==> src/rtl/dmem_arbiter.sv <==
// Round-robin arbiter from NUM_CORES core data ports onto one shared data memory.
// AMO read-modify-write pairs stay atomic through a lock, and a timeout releases an idle owner.
module dmem_arbiter #(
  parameter int DATA_WIDTH   = 32,
  parameter int NUM_CORES    = 2,
  parameter int LOCK_TIMEOUT = 16
) (
  input  logic                              clk,
  input  logic                              rst,
  input  logic [NUM_CORES-1:0]              core_req,
  input  logic [NUM_CORES-1:0]              core_we,
  input  logic [NUM_CORES-1:0]              core_lock,
  input  logic [NUM_CORES*DATA_WIDTH-1:0]   core_addr,
  input  logic [NUM_CORES*DATA_WIDTH-1:0]   core_wdata,
  input  logic [NUM_CORES*DATA_WIDTH/8-1:0] core_mask,
  output logic [NUM_CORES-1:0]              core_gnt,
  output logic [NUM_CORES-1:0]              core_rvalid,
  output logic [DATA_WIDTH-1:0]             core_rdata,
  output logic                              lock_err,
  output logic                              mem_en,
  output logic                              mem_we_in,
  output logic [DATA_WIDTH-1:0]             mem_addr_in,
  output logic [DATA_WIDTH-1:0]             mem_data_in,
  output logic [DATA_WIDTH/8-1:0]           mem_mask_in,
  input  logic [DATA_WIDTH-1:0]             mem_data_out
);

  localparam int MASK_W = DATA_WIDTH / 8;
  localparam int PTR_W  = $clog2(NUM_CORES);
  localparam int CNT_W  = $clog2(LOCK_TIMEOUT + 1);
  localparam logic [CNT_W-1:0] CNT_MAX = CNT_W'(LOCK_TIMEOUT);
  localparam logic [PTR_W:0]   NUM_C   = (PTR_W + 1)'(NUM_CORES);

  typedef enum logic {IDLE, LOCKED} state_t;

  state_t               state_reg, state_next;
  logic [PTR_W-1:0]     rr_ptr_reg, rr_ptr_next;
  logic [PTR_W-1:0]     lk_own_reg, lk_own_next;
  logic [CNT_W-1:0]     lk_cnt_reg, lk_cnt_next;
  logic [NUM_CORES-1:0] pend_reg, pend_next;

  logic [DATA_WIDTH-1:0] addr_arr  [NUM_CORES];
  logic [DATA_WIDTH-1:0] wdata_arr [NUM_CORES];
  logic [MASK_W-1:0]     mask_arr  [NUM_CORES];

  genvar gi;
  generate
    for (gi = 0; gi < NUM_CORES; gi++) begin : g_unpack
      assign addr_arr[gi]  = core_addr[gi*DATA_WIDTH +: DATA_WIDTH];
      assign wdata_arr[gi] = core_wdata[gi*DATA_WIDTH +: DATA_WIDTH];
      assign mask_arr[gi]  = core_mask[gi*MASK_W +: MASK_W];
    end
  endgenerate

  // Rotate requests so bit 0 is the core at rr_ptr; the lowest set bit wins.
  logic [2*NUM_CORES-1:0] req_dbl, req_shift;
  logic [NUM_CORES-1:0]   req_rot;
  logic                   rr_hit;
  logic [PTR_W:0]         rr_off, rr_sum;
  logic [PTR_W-1:0]       rr_idx;

  assign req_dbl   = {core_req, core_req};
  assign req_shift = req_dbl >> rr_ptr_reg;
  assign req_rot   = req_shift[NUM_CORES-1:0];

  always_comb begin : arbitrate
    rr_hit = 1'b0;
    rr_off = '0;
    for (int k = NUM_CORES - 1; k >= 0; k--) begin
      if (req_rot[k]) begin
        rr_hit = 1'b1;
        rr_off = (PTR_W + 1)'(k);
      end
    end
    rr_sum = {1'b0, rr_ptr_reg} + rr_off;
    if (rr_sum >= NUM_C) begin
      rr_sum = rr_sum - NUM_C;
    end
    rr_idx = rr_sum[PTR_W-1:0];
  end

  logic             owner_req;
  logic             timeout_hit;
  logic             gnt_valid;
  logic [PTR_W-1:0] gnt_idx;
  logic [PTR_W:0]   gnt_inc;

  assign owner_req   = core_req[lk_own_reg];
  assign timeout_hit = (state_reg == LOCKED) && (lk_cnt_reg == CNT_MAX) && !owner_req;
  assign gnt_inc     = {1'b0, gnt_idx} + (PTR_W + 1)'(1);

  always_ff @(posedge clk) begin
    if (rst) begin
      state_reg  <= IDLE;
      rr_ptr_reg <= '0;
      lk_own_reg <= '0;
      lk_cnt_reg <= '0;
      pend_reg   <= '0;
    end else begin
      state_reg  <= state_next;
      rr_ptr_reg <= rr_ptr_next;
      lk_own_reg <= lk_own_next;
      lk_cnt_reg <= lk_cnt_next;
      pend_reg   <= pend_next;
    end
  end

  always_comb begin : next_state
    state_next  = state_reg;
    rr_ptr_next = rr_ptr_reg;
    lk_own_next = lk_own_reg;
    lk_cnt_next = lk_cnt_reg;
    pend_next   = '0;
    if (gnt_valid && !core_we[gnt_idx]) begin
      pend_next[gnt_idx] = 1'b1;
    end
    case (state_reg)
      IDLE: begin
        if (gnt_valid) begin
          rr_ptr_next = (gnt_inc == NUM_C) ? '0 : gnt_inc[PTR_W-1:0];
          if (core_lock[gnt_idx]) begin
            state_next  = LOCKED;
            lk_own_next = gnt_idx;
            lk_cnt_next = '0;
          end
        end
      end
      LOCKED: begin
        // An owner request beats a timeout landing in the same cycle.
        if (gnt_valid) begin
          lk_cnt_next = '0;
          if (!core_lock[gnt_idx]) begin
            state_next = IDLE;
          end
        end else if (timeout_hit) begin
          state_next  = IDLE;
          lk_cnt_next = '0;
        end else if (lk_cnt_reg < CNT_MAX) begin
          lk_cnt_next = lk_cnt_reg + CNT_W'(1);
        end
      end
      default: state_next = IDLE;
    endcase
  end

  always_comb begin : outputs
    gnt_valid = 1'b0;
    gnt_idx   = '0;
    if (!rst) begin
      if (state_reg == LOCKED) begin
        gnt_valid = owner_req;
        gnt_idx   = lk_own_reg;
      end else begin
        gnt_valid = rr_hit;
        gnt_idx   = rr_idx;
      end
    end
    core_gnt = '0;
    for (int k = 0; k < NUM_CORES; k++) begin
      core_gnt[k] = gnt_valid && (gnt_idx == PTR_W'(k));
    end
    mem_en      = gnt_valid;
    mem_we_in   = 1'b0;
    mem_addr_in = '0;
    mem_data_in = '0;
    mem_mask_in = '0;
    if (gnt_valid) begin
      mem_we_in   = core_we[gnt_idx];
      mem_addr_in = addr_arr[gnt_idx];
      mem_data_in = wdata_arr[gnt_idx];
      mem_mask_in = mask_arr[gnt_idx];
    end
    lock_err    = timeout_hit && !rst;
    // A pending response is dropped if reset lands in its return cycle.
    core_rvalid = rst ? '0 : pend_reg;
    core_rdata  = mem_data_out;
  end

endmodule
==> config.mk <==
export PLATFORM = sky130hd
export DESIGN_NAME = dmem_arbiter
export DESIGN_NICKNAME = d
export VERILOG_FILES = /design/src/rtl/dmem_arbiter.sv
export SDC_FILE = /design/constraint.sdc
export NUM_CORES = 1
export LEC_CHECK = 0
export CAP_MARGIN = 20
export CORE_AREA = 2 2 109 111
export CTS_CLUSTER_DIAMETER = 40
export DETAILED_ROUTE_END_ITERATION = 12
export DIE_AREA = 0 0 111 113
export PLACE_DENSITY = 0.6
export SLEW_MARGIN = 20
export SYNTH_ARGS = -nofsm -noshare
export SYNTH_HDL_FRONTEND = slang
export SYNTH_SLANG_ARGS = --single-unit
export TNS_END_PERCENT = 5
==> constraint.sdc <==
create_clock -name clk -period 3.75 [get_ports clk]
set_input_delay 0.375 -clock clk [delete_from_list [all_inputs] [get_ports clk]]
set_output_delay 0.375 -clock clk [all_outputs]
set_load 0.01 [all_outputs]
Yosys cells after proc, flatten, opt, wreduce, memory -nomap -nowiden
Index checks and enable logic that the tools add are counted.
Storage, ports and cells
  flip-flop bits (word level): 10
  input bits: 176
  output and inout bits: 107
  word-level logic and storage cells: 82
Cells by class
  $add $sub $neg: 4
  order comparisons: 6
  equality and inequality tests: 5
  shift operators: 1
  muxes and demuxes: 43
  bitwise operators: 4
  reductions and logical operators: 14
Operators by type and width (number)
  $mux W32: 8
  $mux W5: 5
  $mux W1: 21
  $mux W4: 4
  $pmux W5 S2: 1
  $logic_and A1 B1 Y1: 7
  $reduce_and A3 Y1: 2
  $add A5 B1 Y5 const B: 1
  $eq A5 B5 Y1 const B: 1
  $lt A5 B5 Y1 const B: 1
  $ge A2 B2 Y1 const B: 2
  $lt A1 B2 Y1 const B: 2
  $mux W2: 2
  $ne A2 B2 Y1 const B: 2
  $ne A4 B1 Y1 const B: 1
  $shr A4 B1 Y2: 1
  $logic_not A1 Y1: 3
  $not A1 Y1: 3
  $add A1 B1 Y2 const B: 1
  $add A1 B2 Y2: 1
  $eq A2 B2 Y1 const B: 1
  $not A1 Y2: 1
  $pmux W1 S2: 1
  $reduce_and A2 Y1: 1
  other kinds (4): 4

Depth between registers and ports, before layout
  word-level depth: 14
  gate-level depth with buffers: 7
  mapped depth without buffers: 7

Least setup slack after synthesis
Ideal clock, no wire load.
  path kind: reg2out
  from: register state_reg
  to: output port mem_data_in[13]
  data arrival time: 1465 ps
  slack: 1910 ps
  cell stages (with the launch flop): 8
  cell sequence: dfxtp_1 inv_2 o31a_1 nand2_4 nor2_2 buf_6 buf_6 a22o_1
Between the ends
  cells in the longest elaborated chain, start to end: 7
  elaborated cells on any way between the ends: 9
  classes of those cells: mux: 8; bitwise: 1
Ends and longest elaborated chain
  from (decl): line 36  | state_t state_reg, state_next;
  from (signal assigned): line 100  | state_reg <= state_next;
  $mux W1: line 150  | if (state_reg == LOCKED) begin
  $mux W1: line 149  | if (!rst) begin
  $not A1 Y2 (not written as such): line 170  | mem_data_in = wdata_arr[gnt_idx];
  $mux W32 (not written as such) (3 in a row): line 170
  $mux W32 (*): line 167  | if (gnt_valid) begin
  to (decl): line 23  | output logic [DATA_WIDTH-1:0] mem_data_in,
Mark *: on every way between the ends. The rest lies on a longest branch, timed or not. The select of a mux whose other input is x is not followed.

Worst setup path after layout
  from: input port rst
  to: output port mem_data_in[22]
Between the ends
  cells in the longest elaborated chain, start to end: 6
  elaborated cells on any way between the ends: 7
  classes of those cells: mux: 6; bitwise: 1
Ends and longest elaborated chain
  from (decl): line 9  | input logic rst,
  $mux W1: line 149
  $not A1 Y2 (not written as such): line 170
  $mux W32 (not written as such) (3 in a row): line 170
  $mux W32 (*): line 167
Marks and branches as above.

==> impl_metrics.json <==
{
  "ant_nets": 0,
  "grt_pass1_vias": 2287,
  "cp_common_cell": "clkdlybuf4s50_1",
  "synthCells": 195,
  "yosysUniqueCellTypes": 36,
  "cts_setup_buffers": 0,
  "clk_pin_slew_ps": 40,
  "grt_usage_pct": 13.8,
  "hold_buffers": 0,
  "muxShareOfSynthArea_pct": 2.57,
  "viasPerCell": 4.46,
  "max_stage_delay_ps": 600,
  "die_height_um": 113,
  "cts_buffers": 3,
  "tns_ps": 0,
  "cts_max_path_buffers": 2,
  "use_met1_pct": 16.7,
  "grt_max_degree": 42,
  "cp_top_family": "buffers and inverters",
  "min_period_ps": 3260,
  "total_power_mw": 0.883,
  "hold_viol": 0,
  "maxCapViolCount": 0,
  "drt-wirelength-per-cell_um": 18.6,
  "overflow": 0,
  "antenna_found_initial": 0,
  "clkSinkCount": 10,
  "status": "finished clean",
  "htree_levels": 1,
  "fillers": 1186,
  "worst_skew_pair.late_latency_ps": 240,
  "finClkSkew_ps": 2.36,
  "syn_to_final_growth_pct": 134,
  "crit_buf_inv": 4,
  "core_sq_mm": 0.0113,
  "nets": 553,
  "cp_slowest_cell": "clkdlybuf4s50_1",
  "grt.met3_usage_pct": 4.34,
  "synth_area_leaders": "a22o_1 (37%), buf_4 (18%), dfxtp_1 (12%), nor2b_1 (2.3%), buf_2 (2.2%)",
  "cp_data_required_time_ps": 3380,
  "drc": 0,
  "num_vias": 2305,
  "cts_tree": "yes",
  "synth_common_cells": "a22o_1 (68), buf_4 (38), dfxtp_1 (10), buf_2 (7), inv_1 (7)",
  "syn_nets": 373,
  "post-route-period-util_pct": 87.0,
  "async_flop_share_pct": 0,
  "fp.dieArea_sq_mm": 0.0125,
  "syn-cell-area_sq_mm": 0.00160,
  "fin_util_pct": 33.2,
  "die_x_um": 111,
  "worstPathArrival_ps": 2890,
  "synth_ff_type": "dfxtp_1",
  "gp_congestion": 0.959,
  "drive_gt1_share_pct": 4.55,
  "max_slew_margin_pct": 71.1,
  "met2_usage_pct": 23.8,
  "synth_edf_count": 0,
  "clock.fmax_mhz": 307,
  "maxSlewViolCount": 0,
  "hpwl_mm": 8.07,
  "area.sequential_sq_um": 200,
  "synth-simple-area-share_pct": 10.6,
  "boundaryPins": 283,
  "path_cells": "clkdlybuf4s50_1 > inv_2 > nand2_1 > a21oi_4 > o311a_2 > buf_4 > a22o_1 > clkdlybuf4s50_1",
  "leakage_nw": 1.39,
  "synth-seq-cells": 10,
  "ir_drop_mv": 0.157,
  "ys_seq_area_share_pct": 12.5,
  "initialDrtViolationCount": 98,
  "num_rows": 39,
  "grt_pass1_wl_mm": 13.6,
  "ys_warn_count": 0,
  "drt-total-wl_mm": 9.62,
  "synth-xor-area-share_pct": 0,
  "busiest_layer": "met2",
  "synth_top_area_share_pct": 37.1,
  "synth_compound_area_share_pct": 49.1,
  "hp-class": "reg2reg",
  "cts_root_buffer": "clkbuf_16",
  "finalInstanceArea_sq_mm": 0.00375,
  "power_density_mw_per_mm2": 236,
  "start_util_pct": 14.2,
  "synth_top_family_by_area": "compound AO/OA/AOI/OAI gates",
  "crit_path_start_kind": "input pin",
  "portBuffers": 218,
  "largest_register_ffs": 5,
  "finalSetupViolations": 0,
  "worst_pin_slew_ps": 434,
  "rsz0062_at_grt": "no",
  "synthAdderAreaFrac_pct": 1.56,
  "syn_area_per_cell_sq_um": 8.23,
  "multi_input_area_sq_mm": 0.00103,
  "crit_fanout": 41,
  "yosysTopAreaCell": "a22o_1",
  "synth.most_common_cell": "a22o_1",
  "diodes": 0,
  "first_pass_iters": 4,
  "placed_area_sq_mm": 0.00366,
  "worstSetupPathType": "in2out",
  "cts.repair.resized": 0,
  "crit_path_end_kind": "output pin"
}
layer usage:
metal | wire length (um) | vias up
met3 | 926 | 22
met4 | 215 | 0
met2 | 4610 | 156
met1 | 3860 | 1038
met5 | 0 | -
li1 | - | 1089
worst paths after layout:
kind	end	slack [ps]	depth (start not counted)	startpoint
worst max-delay path	mem_data_in[22]	490	8	rst
worst min-delay path	lk_cnt_reg[0]	510	1	lk_cnt_reg[0]
worst max register to register	lk_cnt_reg[2]	2020	7	lk_cnt_reg[1]
worst min register to register	lk_cnt_reg[0]	510	1	lk_cnt_reg[0]
where the power goes:
group	internal (mW)	total, mW	switching [mW]
Sequential	0.112	0.118	0.00588
Combinational	0.344	0.552	0.208
Clock	0.161	0.214	0.0530
stage by stage:
stage | setup slack (ps) | hold WS [ps] | cells
global placement | 504 | 494 | 513
detailed placement | 459 | 512 | 513
global route | 352 | 527 | 517
finish | 487 | 514 | 517
CTS | 452 | 518 | 517
floorplan | 1910 | 447 | 195
area by class of cell:
class	count	share of cell area [%]
clock buffer	4	2.37
timing repair buffer	222	59.0
inverter	10	1.00
tap	143	4.77
sequential	10	5.34
multi-input combinational	128	27.5
logic make-up after synthesis:
logic type,count (synthesis)
compound gates,92
flops,10
simple gates,30
buf+inv,57
fa+ha+maj,2
mux,4
cell usage in the layout, fill, tap and decap left out, drive strengths merged, types with 4 or more instances in the layout:
cell	count
buf	4
nand3	4
dfxtp	10
a22o	68
nor2	4
clkdlybuf4s50	218
clkbuf	4
nor2b	6
o211ai	4
nand2	5
o21ai	4
inv	10
Note: power is estimated with default switching activity, not from simulation.
